[config.mk]
export PLATFORM = sky130hd
export DESIGN_NAME = pc_ctrl
export DESIGN_NICKNAME = d
export VERILOG_FILES = /design/src/rtl/pc_ctrl_pkg.sv /design/src/rtl/pc_next_mux.sv /design/src/rtl/pc_ctrl.sv
export SDC_FILE = /design/constraint.sdc
export NUM_CORES = 1
export LEC_CHECK = 0
export BUFFER_PORTS_ARGS = -buffer_cell sky130_fd_sc_hd__buf_2
export CORE_MARGIN = 2
export CORE_UTILIZATION = 42
export DETAILED_ROUTE_END_ITERATION = 10
export PLACE_DENSITY = 0.77
export SLEW_MARGIN = 20
export SYNTH_ARGS = -nofsm -noshare
export SYNTH_HDL_FRONTEND = slang
export SYNTH_SLANG_ARGS = --single-unit
[constraint.sdc]
create_clock -name clk -period 2.2 [get_ports clk]
set_clock_uncertainty 0.2 [all_clocks]
set_input_delay 0.44 -clock clk [delete_from_list [all_inputs] [get_ports clk]]
set_output_delay 0.44 -clock clk [all_outputs]
set_load 0.02 [all_outputs]
[src/rtl/pc_ctrl_pkg.sv]
// pc_ctrl_pkg: state encodings, op classes, next-PC selects and reset/vector defaults for pc_ctrl.
package pc_ctrl_pkg;
  localparam logic [31:0] RESET_PC_DEF   = 32'h0040_0000;
  localparam logic [31:0] EXC_VECTOR_DEF = 32'h0040_0004;
  typedef enum logic [2:0] {
    S_FETCH  = 3'd0,
    S_DECODE = 3'd1,
    S_EXEC   = 3'd2,
    S_MEM    = 3'd3,
    S_WB     = 3'd4,
    S_MDWAIT = 3'd5,
    S_EXC    = 3'd6
  } state_t;
  typedef enum logic [2:0] {
    OP_ALU    = 3'd0,
    OP_BRANCH = 3'd1,
    OP_JUMP   = 3'd2,
    OP_JREG   = 3'd3,
    OP_LOAD   = 3'd4,
    OP_STORE  = 3'd5,
    OP_MULDIV = 3'd6,
    OP_TRAP   = 3'd7
  } op_t;
  typedef enum logic [2:0] {
    NPC_SEQ = 3'd0,
    NPC_BR  = 3'd1,
    NPC_J   = 3'd2,
    NPC_JR  = 3'd3,
    NPC_VEC = 3'd4,
    NPC_EPC = 3'd5
  } npc_t;
endpackage

[src/rtl/pc_next_mux.sv]
// pc_next_mux: combinational next-PC select; every loaded target is word-aligned.
module pc_next_mux import pc_ctrl_pkg::*; (
  input  npc_t        sel_i,
  input  logic [31:0] pc_i,
  input  logic [31:0] btarget_i,
  input  logic [31:0] jtarget_i,
  input  logic [31:0] rs_val_i,
  input  logic [31:0] vec_i,
  input  logic [31:0] epc_i,
  output logic [31:0] npc_o
);
  logic [31:0] tgt;
  always_comb begin
    tgt   = sel_i == NPC_BR  ? btarget_i :
            sel_i == NPC_J   ? jtarget_i :
            sel_i == NPC_JR  ? rs_val_i  :
            sel_i == NPC_VEC ? vec_i     : epc_i;
    npc_o = sel_i == NPC_SEQ ? pc_i + 32'd4 : tgt & 32'hFFFF_FFFC;
  end
endmodule

[src/rtl/pc_ctrl.sv]
// pc_ctrl: multi-cycle MIPS sequencer (FETCH/DECODE/EXEC/MEM/WB/MDWAIT) owning the PC.
// Define PC_CTRL_EXC_EN to add the EXC state, trap vector and eret return path.
module pc_ctrl import pc_ctrl_pkg::*; #(
  parameter logic [31:0] RESET_PC = RESET_PC_DEF
`ifdef PC_CTRL_EXC_EN
  , parameter logic [31:0] EXC_VECTOR = EXC_VECTOR_DEF
`endif
) (
  input  logic        clk,
  input  logic        rst,
  output logic        imem_rd,
  input  logic        imem_ack,
  output logic        ir_we,
  input  logic [2:0]  op_class,
  input  logic        link,
  input  logic        br_taken,
  input  logic [31:0] btarget,
  input  logic [31:0] jtarget,
  input  logic [31:0] rs_val,
  output logic        md_start,
  input  logic        md_busy,
  output logic        dmem_req,
  output logic        dmem_we,
  input  logic        dmem_ack,
  output logic        rf_we,
  output logic [31:0] pc,
`ifdef PC_CTRL_EXC_EN
  input  logic        eret,
  input  logic [31:0] epc_in,
  output logic        exc_take,
  output logic [31:0] epc_out,
`endif
  output logic [2:0]  state
);
  state_t      state_q, state_d;
  op_t         cls_q;
  logic        link_q, pc_we;
  logic [31:0] pc_q, npc, vec, epc_src;
  npc_t        sel;
`ifdef PC_CTRL_EXC_EN
  logic        eret_q, epc_we;
  logic [31:0] epc_q;
  assign vec     = EXC_VECTOR;
  assign epc_src = epc_in;
`else
  assign vec     = 32'h0;
  assign epc_src = 32'h0;
`endif
  pc_next_mux u_mux (
    .sel_i(sel), .pc_i(pc_q), .btarget_i(btarget), .jtarget_i(jtarget),
    .rs_val_i(rs_val), .vec_i(vec), .epc_i(epc_src), .npc_o(npc)
  );
  always_comb begin
    state_d = state_q;
    sel     = NPC_SEQ;
    pc_we   = 1'b0;
`ifdef PC_CTRL_EXC_EN
    epc_we  = 1'b0;
`endif
    case (state_q)
      S_FETCH:  begin
        state_d = imem_ack ? S_DECODE : S_FETCH;
        pc_we   = imem_ack;
      end
      S_DECODE: state_d = S_EXEC;
      S_EXEC:   case (cls_q)
        OP_ALU:    state_d = S_WB;
        OP_BRANCH: begin
          sel   = NPC_BR;
          pc_we = br_taken;
          state_d = S_FETCH;
        end
        OP_JUMP, OP_JREG: begin
          sel   = cls_q == OP_JUMP ? NPC_J : NPC_JR;
          pc_we = 1'b1;
          state_d = link_q ? S_WB : S_FETCH;
        end
        OP_LOAD, OP_STORE: state_d = S_MEM;
        OP_MULDIV: state_d = S_MDWAIT;
`ifdef PC_CTRL_EXC_EN
        OP_TRAP:   state_d = S_EXC;
`endif
        default:   state_d = S_FETCH;
      endcase
      S_MEM:    state_d = !dmem_ack ? S_MEM : cls_q == OP_STORE ? S_FETCH : S_WB;
      S_MDWAIT: state_d = md_busy ? S_MDWAIT : S_FETCH;
      S_WB:     state_d = S_FETCH;
`ifdef PC_CTRL_EXC_EN
      S_EXC:    begin
        sel     = eret_q ? NPC_EPC : NPC_VEC;
        pc_we   = 1'b1;
        epc_we  = !eret_q;
        state_d = S_FETCH;
      end
`endif
      default:  state_d = S_FETCH;
    endcase
  end
  always_ff @(posedge clk or posedge rst)
    if (rst) begin
      state_q <= S_FETCH;
      pc_q    <= RESET_PC;
      cls_q   <= OP_ALU;
      link_q  <= 1'b0;
    end else begin
      state_q <= state_d;
      if (pc_we) pc_q <= npc;
      if (state_q == S_DECODE) begin
        cls_q  <= op_t'(op_class);
        link_q <= link;
      end
    end
`ifdef PC_CTRL_EXC_EN
  always_ff @(posedge clk or posedge rst)
    if (rst) begin
      eret_q <= 1'b0;
      epc_q  <= 32'h0;
    end else begin
      if (state_q == S_DECODE) eret_q <= eret;
      if (epc_we) epc_q <= pc_q - 32'd4;
    end
  assign exc_take = !rst && state_q == S_EXC;
  assign epc_out  = epc_q;
`endif
  // Strobes are forced low while rst is high, since reset parks the FSM in FETCH.
  assign imem_rd  = !rst && state_q == S_FETCH;
  assign ir_we    = imem_rd && imem_ack;
  assign md_start = !rst && state_q == S_EXEC && cls_q == OP_MULDIV;
  assign dmem_req = !rst && state_q == S_MEM;
  assign dmem_we  = dmem_req && cls_q == OP_STORE;
  assign rf_we    = !rst && state_q == S_WB;
  assign pc       = pc_q;
  assign state    = state_q;
endmodule

After elaboration in Yosys (flattened, before gate mapping)
Index checks and enable logic that the tools add are counted.

Mux-type cells: 16. Equality and inequality tests: 14. Reduce and logical (&&, ||, !) cells: 13. $add $sub $neg: 1.

Operators by type and width (number): two-way mux 32 bit (4); adder 32 x 3 -> 32 bit (second input constant) (1); equality test 3 bit (second input constant) (5); one-hot mux 3 bit (5 select lines) (1); equality test 3 x 2 -> 1 bit (second input constant) (4); two-way mux 3 bit (4); one-hot mux 3 bit (4 select lines) (1); logical NOT 3 bit (3); logical AND 1 bit (7); equality test 3 x 1 -> 1 bit (second input constant) (2); equality test 2 bit (second input constant) (2); one-hot mux 1 bit (2 select lines) (2); one-hot mux 2 bit (2 select lines) (1); OR reduction 2 bit (2); equality test 2 x 1 -> 1 bit (second input constant) (1); two-way mux 1 bit (2); two-way mux 2 bit (1); logical NOT 1 bit (1).

Input bits: 106. Output and inout port bits: 41. Register bits: 39. Word-level logic and storage cells: 48.

Longest topological paths before layout
Depth after elaboration: 9. Depth in mapped cells: 8. Depth with buffers taken out: 6.

Cells and area by module
Synthesis repeated with hierarchy kept, for this count alone.

Cells, all modules: 439. Area, all modules: 3762.4 µm².

By module, submodules not included: pc_next_mux (area each 2097.0 µm², times used 1, seq. area each 0.0 µm², cells each 323); pc_ctrl (area each 1665.3 µm², times used 1, seq. area each 977.2 µm², cells each 116).

Worst setup path after synthesis
No wires, ideal clock.

Path type: input to output. Start point: in rst. End point: out dmem_we. Required time: 1560 ps. Slack: -463 ps. Arrival time: 2023 ps. Stages: 3. Path buffers: 0. Path through: inv_1 -> and3_1 -> nor2b_1.

Longest elaborated chain between the ends: 3.

Ends and longest elaborated chain: start, declared (line pc_ctrl.sv:10) `input logic rst,`; logical NOT 1 bit (line pc_ctrl.sv:129) `assign dmem_req = !rst && state_q == S_MEM;`; logical AND 1 bit (line pc_ctrl.sv:129); named net dmem_req (line pc_ctrl.sv:22) `output logic dmem_req,`; logical AND 1 bit (line pc_ctrl.sv:130) `assign dmem_we = dmem_req && cls_q == OP_STORE;`; end, declared (line pc_ctrl.sv:23) `output logic dmem_we,`.

The timed path passes the listed nets, and every way through them passes these cells.

Final worst setup path
Start point: reg state_q[2], in the netlist state[2]. End point: reg pc_q[10], in the netlist pc[10].

Longest elaborated chain between the ends: 7. Elaborated cells on any way between the ends: 12. Those cells by class: eq/ne: 4; mux: 6; reduce/logical: 2.

Ends and longest elaborated chain: start, declared (line pc_ctrl.sv:35) `state_t state_q, state_d;`; start signal, assigned (line pc_ctrl.sv:106) `state_q <= state_d;`; equality test 3 x 2 -> 1 bit (line pc_ctrl.sv:60) `case (state_q)`; two-way mux 2 bit (line pc_ctrl.sv:60); equality test 2 bit (line pc_next_mux.sv:16) `sel_i == NPC_JR ? rs_val_i :`; two-way mux 32 bit (line pc_next_mux.sv:16); two-way mux 32 bit (line pc_next_mux.sv:15) `sel_i == NPC_J ? jtarget_i :`; two-way mux 32 bit (line pc_next_mux.sv:14) `tgt = sel_i == NPC_BR ? btarget_i :`; two-way mux 32 bit (line pc_next_mux.sv:18) `npc_o = sel_i == NPC_SEQ ? pc_i + 32'd4 : tgt & 32'hFFFF_FFFC;`; end signal, assigned (line pc_ctrl.sv:107) `if (pc_we) pc_q <= npc;`; end, declared (line pc_ctrl.sv:38) `logic [31:0] pc_q, npc, vec, epc_src;`.

Several ways; a longest one is shown, not always the timed one. A chain may end at the register's enable or synchronous reset.

==> results.ini <==
[die]
start_util_pct = 43.8
ios = 147
die_x_um = 88.4
dieArea_um2 = 7810
core-area_um2 = 6830
rows = 30
die_h_um = 88.4

[finish]
drive_above_1_share_pct = 51.0
antenna_cells = 0
layout.nets = 643
fill_cells = 567
area_growth_pct = 48.5
instances_no_fill = 633

[synth]
ys_types = 50
syn_avg_cell_area_um2 = 8.47
synth-adder-area-share_pct = 0.418
synth_top_family_by_area = compound AO/OA/AOI/OAI gates
async_flop_share_pct = 100
synthFlopType = dfrtp_1
seq_area_frac_synth_pct = 31.0
synth_top_area_share_pct = 30.1
synth.most_common_cell = dfrtp_1
synth-edff-count = 0
synth_area_um2 = 2990
synth_top_cells_by_count = dfrtp_1 (36), mux2_2 (34), a22oi_1 (28)
synth-simple-area-share_pct = 22.8
synth_area_leaders = dfrtp_1 (30%), mux2_2 (13%), a22oi_1 (7.0%)
synth-xor-area-share_pct = 0
yosys_warnings = 0
synthesis.instances = 353
synthMuxAreaShare_pct = 13.1
synth_largest_area_cell = dfrtp_1
synth-compound-area-share_pct = 26.3
ys_ff_latch = 37

[timing]
worst_pin_slew_ns = 0.503
post-route-min-period_ns = 2.28
relSlewSlack_pct = 66.5
setup_viol = 4
finalHoldViolations = 0
finalMaxSlewViolations = 0
fmax_mhz = 439
rsz0062_at_grt = yes
finalCritPeriodShare_pct = 104
whs_ns = 0.148
worst_slack_ns = -0.0783

[clock_tree]
clockRootBuffer = clkbuf_8
cts_tree = built
cts.sinks = 37
numCtsBuffers = 5
path_clk_slew_ns = 0.09
cts_hold_buf = 0
clock_latency_ns = 0.30
htreeDepth = 2
cts_buffer_depth = 2

[run]
maxCapViolCount = 0

[pwr]
seqPwrFrac_pct = 23.1
leakage_nw = 2.05
swShare_pct = 47.5
p_sw_mw = 2.87
pwr-share-clk_pct = 10.8
power.internal_mw = 3.17
comb_power_share_pct = 66.1
ir_worst_vdd_mv = 0.855
power.density_nw_per_um2 = 1360

[route]
firstDrtPassIters = 6
vias_per_cell = 6.14
drt_iter0_drc = 461
via_count = 3889
route.detailed.drc = 0
postRouteAntennaNets = 0
wl_per_cell_um = 18.3
drt-total-wl_um = 11600

[worst_setup_path]
cp.depth = 8
worstPathArrival_ns = 2.25
crit_buf_inv = 3
path_cells = buf_4 > or4b_4 > nor2_4 > buf_6 > buf_4 > o211ai_1 > o21ai_0 > o21ai_1
cp_top_family = simple AND/OR/NAND/NOR gates
cp.required_ns = 2.17
r2r_end = pc[10]
reg2reg_depth = 8
crit_top_cell = buf_4
r2r-start = state[2]
endpoint_kind = flip-flop
startpoint = state[2]
start_kind = flip-flop
cp_max_fo = 7
slowest_delay_ns = 0.59
crit_type = reg2reg
r2r_slack_ns = -0.08
cp_slowest_cell = or4b_4

[placement]
place_congestion = 0.946
port_buffers = 138
place_inst = 603
dp_hpwl_um = 7820

[global_routing]
grt_use_total_pct = 27.5
antenna_found_initial = 0
grt_pass1_wl_um = 16600
grt_max_degree = 38
grt_pass1_vias = 3365
grt_overflow = 0

[outcome]
status = finished, violations left
violations = negative setup slack

[worst_hold_path]
min_path_type = in2async

## cell families (layout without fill, tap and decap cells)
family	Yosys count	after routing
AND/OR/NAND/NOR	124	124
AO/OA/AOI/OAI	116	116
buffers and inverters	39	222
flip-flops	37	37
multiplexers	35	35
adder cells (fa/ha/maj)	1	1
other	1	2
## worst register-to-register path: stages (launching register included)
cell and delay [ns]:
dfrtp_2 0.42, buf_4 0.14, or4b_4 0.59, nor2_4 0.15, buf_6 0.17, buf_4 0.13, o211ai_1 0.09, o21ai_0 0.11
o21ai_1 0.15
## flip-flops by register name, indices dropped and copies added, names as in the netlist
| signal | cells |
|---|---|
| cls_q | 3 |
| pc | 30 |
| link_q | 1 |
| state | 3 |
## through the flow
| stage | power (mW) | setup WS (ns) | cell area, um2 | setup TNS [ns] | util, % |
|---|---|---|---|---|---|
| after detailed placement | 4.77 | -0.0368 | 4050 | -0.147 | 59.2 |
| after global routing | 6.36 | -0.113 | 4440 | -0.732 | 65.0 |
| after floorplan | 3.49 | -0.0888 | 3030 | -0.0936 | - |
| after CTS | 5.51 | -0.0430 | 4230 | -0.117 | 61.9 |
| after global placement | 4.66 | -0.0232 | 4050 | -0.0734 | 59.2 |
| final | 6.03 | -0.0783 | 4440 | -0.235 | 65.0 |
## cell usage in the layout (no fill, tap or decap), types with 9 or more instances in the layout
cell type  synthesis  final
buf_2              7    138
buf_4              4     58
mux2_2            34     34
dfrtp_1           36     31
a22oi_1           28     27
nand2_1           23     23
nand3_1           22     22
nor2_1            25     22
o21ai_0           25     18
nand4_1           15     15
a21oi_1           16     14
a31oi_1           11     11
buf_6              2      9
## power by group through the flow
stage / registers [mW] / clock network [mW] / logic (mW)
2_1_floorplan: 1.61 / 0 / 1.88
3_3_place_gp: 1.37 / 0 / 3.30
3_5_place_dp: 1.39 / 0 / 3.38
4_1_cts: 1.37 / 0.635 / 3.51
5_1_grt: 1.44 / 0.676 / 4.25
6_report: 1.39 / 0.651 / 3.99
## repair_timing
action / CTS / global route
pin swaps: 5 / 5
gates resized for setup: 10 / 26
endpoints found under the setup margin: 18 / 25
cloned: 0 / 1
setup buffers: 4 / 17
## area by class of cell
cell class	instances	area [um2]	share of cell area [%]
inverter	7	30.0	0.676
clock buffer	6	82.6	1.86
multi-input combinational	278	1970	44.4
clock inverter	2	37.5	0.845
tap	96	120	2.70
timing repair buffer	207	1270	28.5
sequential	37	933	21.0
## metal layers
layer / vias to the layer above / share of wire (%) / GRT usage (%)
met5: - / 0 / 0
met4: 0 / 4.2 / 10.2
met3: 56 / 11 / 4.38
met2: 293 / 48 / 46.8
met1: 1804 / 37 / 35.3
li1: 1736 / - / -
## worst max-delay path by stage
| stage | endpoint | slack (ns) |
|---|---|---|
| 2_1_floorplan | dmem_we | -0.09 |
| 3_3_place_gp | pc[13] | -0.02 |
| 3_5_place_dp | pc[15] | -0.04 |
| 4_1_cts | pc[15] | -0.04 |
| 5_1_grt | ir_we | -0.11 |
| 6_report | pc[10] | -0.08 |
Note: power is estimated with default switching activity, not from simulation.
